$ cat config.mk
export PLATFORM = sky130hd
export DESIGN_NAME = result_collector_flat
export DESIGN_NICKNAME = d
export VERILOG_FILES = /design/src/rtl/result_collector_pkg.sv /design/src/rtl/result_collector_if.sv /design/src/rtl/result_collector_rr_pick.sv /design/src/rtl/result_collector.sv /design/src/flat_wrapper.sv
export SDC_FILE = /design/constraint.sdc
export NUM_CORES = 1
export LEC_CHECK = 0
export ABC_AREA = 1
export CELL_PAD_IN_SITES_DETAIL_PLACEMENT = 1
export CELL_PAD_IN_SITES_GLOBAL_PLACEMENT = 2
export CORE_MARGIN = 2
export CORE_UTILIZATION = 27
export CTS_BUF_LIST = sky130_fd_sc_hd__clkbuf_4
export DETAILED_ROUTE_END_ITERATION = 8
export PLACE_DENSITY = 0.95
export SLEW_MARGIN = 5
export SYNTH_ARGS = -nofsm -noshare
export SYNTH_HDL_FRONTEND = slang
export SYNTH_SLANG_ARGS = --single-unit
$ cat constraint.sdc
create_clock -name i_clk300 -period 5.9 [get_ports i_clk300]
set_clock_uncertainty 0.15 [all_clocks]
set_input_delay 0.885 -clock i_clk300 [delete_from_list [all_inputs] [get_ports i_clk300]]
set_output_delay 0.885 -clock i_clk300 [all_outputs]
set_load 0.02 [all_outputs]
$ cat src/rtl/result_collector_pkg.sv
// result_collector_pkg: shared defaults and types for the result collector slice
package result_collector_pkg;
  localparam int N_UNITS_DEF = 8;
  localparam int N_UNITSBITS_DEF = 3;
  localparam int PROB_W_DEF = 8;
  localparam int RES_W_DEF = 32;
  localparam int DEPTH_DEF = 4;
  typedef logic [1:0] state_t;
endpackage

$ cat src/rtl/result_collector_if.sv
// result_collector_if: work-unit done/ack bus plus main-control valid/ready drain
interface result_collector_if
  import result_collector_pkg::*;
#(
  parameter int N_UNITS = N_UNITS_DEF,
  parameter int PROB_W = PROB_W_DEF,
  parameter int RES_W = RES_W_DEF
);
  logic [N_UNITS-1:0] i_wu_done;
  logic [N_UNITS*PROB_W-1:0] i_wu_prob_no;
  logic [N_UNITS*RES_W-1:0] i_wu_result;
  logic [N_UNITS-1:0] o_wu_ack;
  logic o_mc_valid;
  logic [PROB_W-1:0] o_mc_prob_no;
  logic [RES_W-1:0] o_mc_result;
  logic i_mc_ready;
  logic o_busy;
  modport slave (
    input i_wu_done, i_wu_prob_no, i_wu_result, i_mc_ready,
    output o_wu_ack, o_mc_valid, o_mc_prob_no, o_mc_result, o_busy
  );
  modport master (
    output i_wu_done, i_wu_prob_no, i_wu_result, i_mc_ready,
    input o_wu_ack, o_mc_valid, o_mc_prob_no, o_mc_result, o_busy
  );
endinterface

$ cat src/rtl/result_collector_rr_pick.sv
// rr_pick: round-robin pick; rotate requests by ptr, take lowest set bit, un-rotate
module rr_pick #(
  parameter int N = 8,
  parameter int NB = 3
) (
  input  logic [N-1:0]  req_i,
  input  logic [NB-1:0] ptr_i,
  output logic [NB-1:0] g_o,
  output logic          found_o
);
  logic [N-1:0] rot;
  logic [NB-1:0] idx;
  always_comb begin
    rot = '0;
    idx = '0;
    for (int i = 0; i < N; i++) rot[i] = req_i[NB'(ptr_i + NB'(i))];
    for (int i = N - 1; i >= 0; i--) if (rot[i]) idx = NB'(i);
  end
  assign g_o = ptr_i + idx;
  assign found_o = |req_i;
endmodule

$ cat src/rtl/result_collector.sv
// result_collector: round-robin result arbiter feeding a show-ahead FIFO to main control
module result_collector
  import result_collector_pkg::*;
#(
  parameter int N_UNITS = N_UNITS_DEF,
  parameter int N_UNITSBITS = N_UNITSBITS_DEF,
  parameter int PROB_W = PROB_W_DEF,
  parameter int RES_W = RES_W_DEF,
  parameter int DEPTH = DEPTH_DEF
) (
  input logic i_clk300,
  input logic i_reset,
  result_collector_if.slave bus
);
  localparam logic [1:0] S_IDLE = 2'd0, S_CAPTURE = 2'd1, S_HOLD = 2'd2;
  localparam int DB = $clog2(DEPTH);
  state_t state_q, state_d;
  logic [N_UNITSBITS-1:0] rr_q, g_q, g;
  logic found, grant, push, pop;
  logic [DB-1:0] wr_q, rd_q;
  logic [DB:0] count_q;
  logic [PROB_W-1:0] prob_mem [DEPTH];
  logic [RES_W-1:0] res_mem [DEPTH];
  rr_pick #(.N(N_UNITS), .NB(N_UNITSBITS)) u_pick (
    .req_i(bus.i_wu_done), .ptr_i(rr_q), .g_o(g), .found_o(found)
  );
  // a full FIFO holds off the grant, so the requester keeps done high until space frees
  assign grant = state_q == S_IDLE && found && count_q < (DB+1)'(DEPTH);
  assign push = state_q == S_CAPTURE;
  assign pop = bus.o_mc_valid && bus.i_mc_ready;
  always_comb state_d = grant ? S_CAPTURE : state_q == S_CAPTURE ? S_HOLD : S_IDLE;
  always_ff @(posedge i_clk300 or posedge i_reset) begin
    if (i_reset) begin
      state_q <= S_IDLE;
      rr_q <= '0;
      g_q <= '0;
      wr_q <= '0;
      rd_q <= '0;
      count_q <= '0;
    end else begin
      state_q <= state_d;
      if (grant) g_q <= g;
      if (push) rr_q <= g_q + 1'b1;
      if (push) wr_q <= wr_q + 1'b1;
      if (pop) rd_q <= rd_q + 1'b1;
      count_q <= count_q + (DB+1)'(push) - (DB+1)'(pop);
    end
  end
  always_ff @(posedge i_clk300) begin
    if (push) prob_mem[wr_q] <= bus.i_wu_prob_no[g_q*PROB_W +: PROB_W];
    if (push) res_mem[wr_q] <= bus.i_wu_result[g_q*RES_W +: RES_W];
  end
  assign bus.o_wu_ack = push ? N_UNITS'(1) << g_q : '0;
  assign bus.o_mc_valid = count_q != '0;
  assign bus.o_mc_prob_no = prob_mem[rd_q];
  assign bus.o_mc_result = res_mem[rd_q];
  assign bus.o_busy = state_q != S_IDLE || count_q != '0 || |bus.i_wu_done;
endmodule

$ cat src/flat_wrapper.sv
// flat-port wrapper written by rule: the top's interface ports become plain ports
module result_collector_flat import result_collector_pkg::*;
#(
  parameter int N_UNITS = N_UNITS_DEF,
  parameter int N_UNITSBITS = N_UNITSBITS_DEF,
  parameter int PROB_W = PROB_W_DEF,
  parameter int RES_W = RES_W_DEF,
  parameter int DEPTH = DEPTH_DEF
)
  (i_clk300, i_reset, bus_i_wu_done, bus_i_wu_prob_no, bus_i_wu_result, bus_i_mc_ready, bus_o_wu_ack, bus_o_mc_valid, bus_o_mc_prob_no, bus_o_mc_result, bus_o_busy);
  result_collector_if #(.N_UNITS(N_UNITS), .PROB_W(PROB_W), .RES_W(RES_W)) bus_i ();
  input logic i_clk300;
  input logic i_reset;
  input wire logic [$bits(bus_i.i_wu_done)-1:0] bus_i_wu_done;
  input wire logic [$bits(bus_i.i_wu_prob_no)-1:0] bus_i_wu_prob_no;
  input wire logic [$bits(bus_i.i_wu_result)-1:0] bus_i_wu_result;
  input wire logic [$bits(bus_i.i_mc_ready)-1:0] bus_i_mc_ready;
  output wire logic [$bits(bus_i.o_wu_ack)-1:0] bus_o_wu_ack;
  output wire logic [$bits(bus_i.o_mc_valid)-1:0] bus_o_mc_valid;
  output wire logic [$bits(bus_i.o_mc_prob_no)-1:0] bus_o_mc_prob_no;
  output wire logic [$bits(bus_i.o_mc_result)-1:0] bus_o_mc_result;
  output wire logic [$bits(bus_i.o_busy)-1:0] bus_o_busy;
  assign bus_i.i_wu_done = bus_i_wu_done;
  assign bus_i.i_wu_prob_no = bus_i_wu_prob_no;
  assign bus_i.i_wu_result = bus_i_wu_result;
  assign bus_i.i_mc_ready = bus_i_mc_ready;
  assign bus_o_wu_ack = bus_i.o_wu_ack;
  assign bus_o_mc_valid = bus_i.o_mc_valid;
  assign bus_o_mc_prob_no = bus_i.o_mc_prob_no;
  assign bus_o_mc_result = bus_i.o_mc_result;
  assign bus_o_busy = bus_i.o_busy;
  result_collector #(.N_UNITS(N_UNITS), .N_UNITSBITS(N_UNITSBITS), .PROB_W(PROB_W), .RES_W(RES_W), .DEPTH(DEPTH)) u_core (.i_clk300(i_clk300), .i_reset(i_reset), .bus(bus_i));
endmodule
# Word level (Yosys, flattened, before mapping)
# Memories as Yosys holds them, arrays and structs flattened.
# Index checks and enable logic that the tools add are counted.
dict set report op_classes {
  reduce_logical 9
  shifts 3
  add_sub_neg 13
  magnitude_cmp 9
  muxes 29
  n_eq_ne 1
}
# op n
set op_table {}
lappend op_table {{variable part select 256 x 9 -> 32 bit} 1}
lappend op_table {{variable part select 64 x 7 -> 8 bit} 1}
lappend op_table {{< comparator 3 x 4 -> 1 bit, second input constant} 8}
lappend op_table {{binary-select mux 1 bit (select 3 bit)} 8}
lappend op_table {{2-to-1 mux 3 bit} 8}
lappend op_table {{adder 3 bit, second input constant} 4}
lappend op_table {{2-to-1 mux 1 bit} 10}
lappend op_table {{2-to-1 mux 8 bit} 1}
lappend op_table {{OR reduction 8 bit} 1}
lappend op_table {{left shift 1 x 3 -> 8 bit, first input constant} 1}
lappend op_table {{adder 3 x 1 -> 3 bit, second input constant} 2}
lappend op_table {{adder 3 x 2 -> 3 bit, second input constant} 2}
lappend op_table {{adder 2 x 1 -> 2 bit, second input constant} 2}
lappend op_table {{2-to-1 mux 2 bit} 2}
lappend op_table {{adder 3 x 1 -> 3 bit} 1}
lappend op_table {{adder 3 bit} 1}
lappend op_table {{logical AND 1 bit} 3}
lappend op_table {{< comparator 3 bit, second input constant} 1}
lappend op_table {{nonzero test 3 bit} 1}
lappend op_table {{subtractor 3 x 1 -> 3 bit} 1}
lappend op_table {{== test 2 x 1 -> 1 bit, second input constant} 1}
lappend op_table {{logical NOT 2 bit} 1}
lappend op_table {{logical OR 1 bit} 2}
lappend op_table {{nonzero test 2 bit} 1}
dict set report totals {
  wordCells 72
  mem_bits_rw 160
  mem_count 2
  regBits 15
}
# memory words width read_ports rd_clocked_by_memory_dff wr line
set mem_list {}
lappend mem_list {u_core.res_mem 4 32 1 0 1 result_collector.sv:23} ;# logic [RES_W-1:0] res_mem [DEPTH];
lappend mem_list {u_core.prob_mem 4 8 1 0 1 result_collector.sv:22} ;# logic [PROB_W-1:0] prob_mem [DEPTH];

# Depth between registers and ports, before layout
# Gate-level depths: netlist of the first run.
dict set report logic_depth {
  depth_word 12
  depth_mapped 23
}

# Modules after synthesis
# A second synthesis of the first run with hierarchy kept.
dict set report unflattened {
  cells_unflattened 1656
  area_unflattened_um2 11619.9
}
# mod seq_area_each_um2 instances cells_each area_each_um2
set by_module_without_submodules {}
lappend by_module_without_submodules {result_collector 5180.0 1 1549 11049.3}
lappend by_module_without_submodules {rr_pick 0.0 1 107 570.5}

# Least setup slack after synthesis of the first run
# Ideal clock, no wire load.
dict set report synth_path {
  path_type {flip-flop to flip-flop}
  startpoint {register u_core.state_q[1]}
  endpoint {memory u_core.prob_mem[0][0] (netlist name) (enable)}
  path_slack_ns 2.653
  required_time_ns 5.312
  synth_period_minus_slack_ns 3.247
  arrival_ns 2.659
  setup_time_ns 0.438
  stages_incl_launch_ff 5
  cell_sequence {dfrtp_1 -> nor2_2 -> inv_1 -> buf_1 -> nor2_1}
}
dict set report synth_between {
  elab_chain_len 3
}
# element line
set synth_lines {}
lappend synth_lines {{start: declaration} result_collector.sv:17} ;# state_t state_q, state_d;
lappend synth_lines {{start signal: assignment} result_collector.sv:41} ;# state_q <= state_d;
lappend synth_lines {{== test 2 x 1 -> 1 bit} result_collector.sv:29} ;# assign push = state_q == S_CAPTURE;
lappend synth_lines {{2-to-1 mux 1 bit} result_collector.sv:50} ;# if (push) prob_mem[wr_q] <= bus.i_wu_prob_no[g_q*PROB_W +: PROB_W];
lappend synth_lines {{2-to-1 mux 1 bit (not written as such)} result_collector.sv:50}
lappend synth_lines {{end: declaration} result_collector.sv:22}
# Every way passes these cells.

# Worst setup path after layout of the first run
dict set report layout_path {
  startpoint {register u_core.g_q[0]}
  endpoint {output bus_o_wu_ack[2]}
}
dict set report layout_between {
  elab_chain_len 2
}
# element line
set layout_lines {}
lappend layout_lines {{start: declaration} result_collector.sv:18} ;# logic [N_UNITSBITS-1:0] rr_q, g_q, g;
lappend layout_lines {{start signal: assignment} result_collector.sv:42} ;# if (grant) g_q <= g;
lappend layout_lines {{left shift 1 x 3 -> 8 bit} result_collector.sv:53} ;# assign bus.o_wu_ack = push ? N_UNITS'(1) << g_q : '0;
lappend layout_lines {{2-to-1 mux 8 bit} result_collector.sv:53}
lappend layout_lines {{end: declaration} flat_wrapper.sv:18} ;# output wire logic [$bits(bus_i.o_wu_ack)-1:0] bus_o_wu_ack;
# Every way passes these cells.

==> results_dict.tcl, run 1 <==
set metrics [dict create \
    status "finished clean" \
    endpoint_kind "output pin" \
    dieArea_mm2 0.03811 \
    period_needed_ns 4.351 \
    p_seq_frac 0.321 \
    die_h_um 195.2 \
    worst-endpoint-arrival_ns 3.32 \
    ys_warn_count 0 \
    setup_viol 0 \
    hold_viol 0 \
    crit_type "register to output pin" \
    crit_chain "inv_4 > ha_1 > inv_1 > nor3_1 > clkdlybuf4s50_1" \
    grt_antenna_before_repair 4 \
    powerDensity_mw_per_mm2 476.5 \
    drc 0 \
    vdd_ir_drop_max_v 0.0002211 \
    via_count 9941 \
    mostFrequentLayoutCells "380 x clkdlybuf4s50_1, 372 x nor2_1, 236 x o21ai_0, 160 x edfxtp_1, 80 x o22ai_1" \
    cts_tree "yes" \
    final_common_cell "clkdlybuf4s50_1" \
    p_int_w 0.003485 \
    synth_cell_types 27 \
    drt_wl_total_mm 39.29 \
    power.share.clock 0.098 \
    core_mm2 0.03635 \
    clockBufferDepth 2 \
    rsz0062_at_grt "false" \
    cts_htree_levels 4 \
    hpwl_mm 28.21 \
    p_sw_frac 0.4877 \
    synthCells 1176 \
    grt_pass1_wl_mm 59.41 \
    power.total_w 0.006804 \
    fp-row-count 70 \
    ys_seq_area_frac 0.5246 \
    p_comb_frac 0.581 \
    crit_path_max_incr_delay_ns 0.82 \
    gp_congestion 0.8615 \
    drive_gt1_frac 0.04109 \
    switchingPower_w 0.003319 \
    relSlewSlack 0.3627 \
    synth_area_mm2 0.009873 \
    grt_max_degree 99 \
    grt.total_usage 0.2026 \
    syn_area_per_cell_um2 8.396 \
    ios 381 \
    grt.overflow.total 0 \
    start_util 0.2716 \
    drv_slew 0 \
    insertion_delay_ns 0.56 \
    syn_nets 1524 \
    postCtsSetupBuffers 0 \
    clock-root-buffer "clkbuf_4" \
    stdcell_count 1981 \
    first_global_vias 10460 \
    hold_buffers 0 \
    cp_slowest_cell "dfrtp_4" \
    worst_slew_pin_slew_ns 0.9559 \
    portBuffers 380 \
    cts_sinks 175 \
    ctsResizeCount 0 \
    p_leak_nw 5.006 \
    synth_seq_cells 175 \
    wl_per_cell_um 19.83 \
    critPathLaunchType "register" \
    cts_made_buffers 17 \
    drtAntennaViolNets 0 \
    firstDrtPassIters 5 \
    dr.first_iter.drc_count 593 \
    whs_ns 0.3854 \
    period_share 0.7374 \
    path_max_fanout 77 \
    vias_per_cell 5.018 \
    tns_ns 0 \
    hp-class "register to register" \
    cts.clk_slew.worst_paths_ns 0.16 \
    fmax_ghz 0.2299 \
    fin_nets 1845 \
    synthToLayoutAreaGrowth_pct 44.63 \
    die_w_um 195.2 \
    maxCapViolCount 0 \
    dp_cells 1946 \
    critical_path_required_ns 4.87 \
]
cell type report:
cell class              instances  area, µm²
inverters                      38      148.9
clock buffers                  17      127.6
diodes                          4      10.01
well taps                     468      585.6
multi-input cells             874       4187
repair buffers                391       3886
fillers                      4295      22070
clock inverters                14      147.6
flip-flops and latches        175       5187
critical path, delay by kind of cell (launching register included):
kind                     cells  cell delay (ns)
buffers and inverters        3             1.34
adder cells (fa/ha/maj)      1             0.27
flip-flops                   1             0.82
AND/OR/NAND/NOR              1             0.28
final timing paths:
check	cells after the start	slack (ns)	to	from
worst max-delay path	5	1.55	bus_o_wu_ack[2]	u_core.g_q[0]$_DFFE_PP0P_
worst min register to register	1	0.39	u_core.count_q[0]$_DFF_PP0_	u_core.count_q[0]$_DFF_PP0_
worst max register to register	6	2.06	u_core.res_mem[2][31]$_DFFE_PP_	u_core.g_q[0]$_DFFE_PP0P_
min in group asynchronous	2	0.52	u_core.count_q[2]$_DFF_PP0_	i_reset
max in group asynchronous	2	4.62	u_core.g_q[0]$_DFFE_PP0P_	i_reset
worst min-delay path	1	0.39	u_core.count_q[0]$_DFF_PP0_	u_core.count_q[0]$_DFF_PP0_
routing by layer:
| metal | wire (µm) | global-route usage |
|---|---|---|
| met1 | 17110 | 0.2600 |
| met2 | 19550 | 0.3489 |
| met3 | 1826 | 0.03558 |
| met4 | 786 | 0.05994 |
| met5 | 9 | 0 |
per-stage QoR:
step	area (µm²)	worst slack (ns)	utilization
after detailed placement	13990	2.109	0.3850
after floorplan	9873	2.653	-
final	14280	1.549	0.3929
after CTS	14270	1.413	0.3926
after global routing	14280	1.305	0.3928
after global placement	13990	2.195	0.3850
flip-flops by register name, summed over array words and instances, names as in the netlist:
signal and count:
u_core.g_q 3, u_core.rr_q 3, u_core.prob_mem 32, u_core.count_q 3, u_core.state_q 2, u_core.rd_q 2
u_core.wr_q 2, u_core.res_mem 128
power by group through the flow:
stage / Sequential (W) / Clock [W] / Combinational, W
2_1_floorplan: 0.00201 / 0 / 0.00255
3_3_place_gp: 0.00220 / 0 / 0.00389
3_5_place_dp: 0.00221 / 0 / 0.00401
4_1_cts: 0.00218 / 0.000699 / 0.00402
5_1_grt: 0.00222 / 0.000738 / 0.00439
6_report: 0.00218 / 0.000670 / 0.00395
logic make-up after synthesis:
family	count (synthesis)	synth area share
and+or+nand+nor	481	0.1888
buffers and inverters	127	0.05437
AOI/OAI and AO/OA	368	0.2020
xor gates and xnor gates	8	0.007097
adders and majority gates	17	0.02306
DFF	175	0.5246
synthesized netlist by cell type (all sizes together):
library cell,instances,area share
fa,2,0.0041
xnor2,3,0.0027
nor3,8,0.0041
o21bai,1,0.00076
a31oi,40,0.025
ha,15,0.019
xor2,5,0.0044
nand3,27,0.014
nor2,379,0.14
inv,38,0.015
nand4,1,0.00063
o21ai,246,0.12
clkbuf,58,0.022
dfrtp,15,0.038
edfxtp,160,0.49
nand2,66,0.026
buf,31,0.018
o22ai,80,0.051
a21oi,1,0.00051
Power figures use the tool's default switching activity.
==> run 2, diff against run 1 <==
CORE_UTILIZATION = 23   (was 27)
PLACE_DENSITY = 0.91   (was 0.95)
clock period = 3.95 ns   (was 5.9 ns; I/O delays follow)
==> run 2 against run 1 <==
  * Sequential power increased by 41%
  * Combinational power grew 54%
  * Die area up 17%
  * Final cell count is 4.0% higher
  * Via count down 1.9%
  * Flip-flop and latch count unchanged
==> results_dict.tcl, run 2 (same netlist as run 1, synthesis figures left out) <==
set metrics [dict create \
    dr.first_iter.drc_count 542 \
    regMostFlops "u_core.res_mem" \
    drt_wl_total_mm 37.60 \
    drive_gt1_frac 0.04803 \
    setup_slack_ns 0.4794 \
    hold_viol 0 \
    finalInstanceArea_mm2 0.01453 \
    reg2reg_depth 20 \
    endpoint_kind "output pin" \
    period_needed_ns 3.471 \
    period_share 0.8786 \
    register_area_mm2 0.005187 \
    cts_htree_levels 4 \
    stdcell_count 2061 \
    setup_viol 0 \
    clock-root-buffer "clkbuf_4" \
    insertion_delay_ns 0.54 \
    first_global_vias 10380 \
    start_util 0.2343 \
    gp_congestion 0.8249 \
    final_common_cell "clkdlybuf4s50_1" \
    postCtsSetupBuffers 0 \
    dieArea_mm2 0.04460 \
    dpl_cell_area_mm2 0.01420 \
    grt.total_usage 0.1641 \
    portBuffers 380 \
    largest_register_ffs 128 \
    met2RoutedLength_mm 18.79 \
    drc 0 \
    fmax_ghz 0.2881 \
    hp-class "input pin to asynchronous set/reset pin" \
    cts.clk_slew.worst_paths_ns 0.15 \
    dp_cells 2027 \
    ios 381 \
    grt.overflow.total 0 \
    core_mm2 0.04213 \
    die_h_um 211.2 \
    wl_met3_mm 2.033 \
    synthToLayoutAreaGrowth_pct 47.13 \
    hold_buffers 0 \
    drtAntennaViolNets 0 \
    die_w_um 211.2 \
    fp-row-count 75 \
    dp_slack_ns 0.6624 \
    maxCapViolCount 0 \
    p_leak_nw 5.087 \
    wl_met1_mm 16.09 \
    relSlewSlack 0.4680 \
    fillers 4978 \
    reg.largest.list "u_core.res_mem (128), u_core.prob_mem (32)" \
    grt_antenna_before_repair 1 \
    fin_nets 1855 \
    worst_slew_pin_slew_ns 0.7961 \
    rsz0062_at_grt "false" \
    powerDensity_mw_per_mm2 707.0 \
    ctsResizeCount 0 \
    clockBufferDepth 2 \
    wl_per_cell_um 18.24 \
    cts_made_buffers 17 \
    critical_path_required_ns 3.21 \
    vdd_ir_drop_max_v 0.0004636 \
    drv_slew 0 \
    hpwl_mm 27.80 \
    status "finished clean" \
    firstDrtPassIters 4 \
    multiInputGateArea_mm2 0.004187 \
    tns_ns 0 \
    critPathLaunchType "register" \
    crit_type "register to output pin" \
    grt_pass1_wl_mm 56.75 \
    via_count 9755 \
    topRoutingLayerUsed "met4" \
    worst-endpoint-arrival_ns 2.73 \
    rrSetupSlack_ns 0.68 \
    mostFrequentLayoutCells "379 x clkdlybuf4s50_1, 372 x nor2_1, 236 x o21ai_0, 160 x edfxtp_1, 80 x o22ai_1" \
    cts_sinks 175 \
    postLayoutCoreUtil 0.3448 \
    grt_max_degree 161 \
    vias_per_cell 4.733 \
    cts_tree "yes" \
    path_max_fanout 23 \
]
run 2: critical path: stages (launching register included):
cell             delay (ns)
dfrtp_2                0.69
buf_4                  0.35
o21ai_0                0.13
o22ai_1                0.33
clkdlybuf4s50_1        0.69
run 2: worst paths after layout:
path,start,end
worst max-delay path,u_core.rd_q[1]$_DFFE_PP0P_,bus_o_mc_prob_no[0]
worst min-delay path,i_reset,u_core.rr_q[2]$_DFFE_PP0P_
worst max register to register,u_core.rr_q[0]$_DFFE_PP0P_,u_core.g_q[2]$_DFFE_PP0P_
worst min register to register,u_core.count_q[0]$_DFF_PP0_,u_core.count_q[0]$_DFF_PP0_
max in group asynchronous,i_reset,u_core.g_q[0]$_DFFE_PP0P_
min in group i_clk300,u_core.count_q[0]$_DFF_PP0_,u_core.count_q[0]$_DFF_PP0_
run 2: layout make-up:
cell class | count | share of cell area
antenna | 2 | 0.0003445
multi-input combinational | 874 | 0.2882
tap | 539 | 0.04643
sequential | 175 | 0.3571
timing repair buffer | 401 | 0.2760
clock inverter | 14 | 0.01249
clock buffer | 18 | 0.009302
inverter | 38 | 0.01016
run 2: power breakdown:
part | internal (W) | switching, W | leakage (nW) | total, W
Sequential | 0.00285 | 0.000214 | 1.63 | 0.00307
Combinational | 0.00215 | 0.00395 | 3.30 | 0.00610
Clock | 0.000458 | 0.000644 | 0.162 | 0.00110
Total | 0.00546 | 0.00481 | 5.09 | 0.0103
run 2: per-stage QoR:
| stage | total power (W) | hold slack [ns] |
|---|---|---|
| 6_report | 0.01027 | 0.2373 |
| 2_1_floorplan | 0.006809 | 0.3128 |
| 4_1_cts | 0.01045 | 0.1856 |
| 3_3_place_gp | 0.009095 | 0.3368 |
| 5_1_grt | 0.01112 | 0.2432 |
| 3_5_place_dp | 0.009334 | 0.3426 |
run 2: routing by layer:
| metal | vias to the layer above | GRT usage |
|---|---|---|
| met5 | - | 0 |
| met4 | 0 | 0.04978 |
| met3 | 31 | 0.03568 |
| met2 | 264 | 0.2872 |
| met1 | 4681 | 0.2012 |
| li1 | 4779 | - |
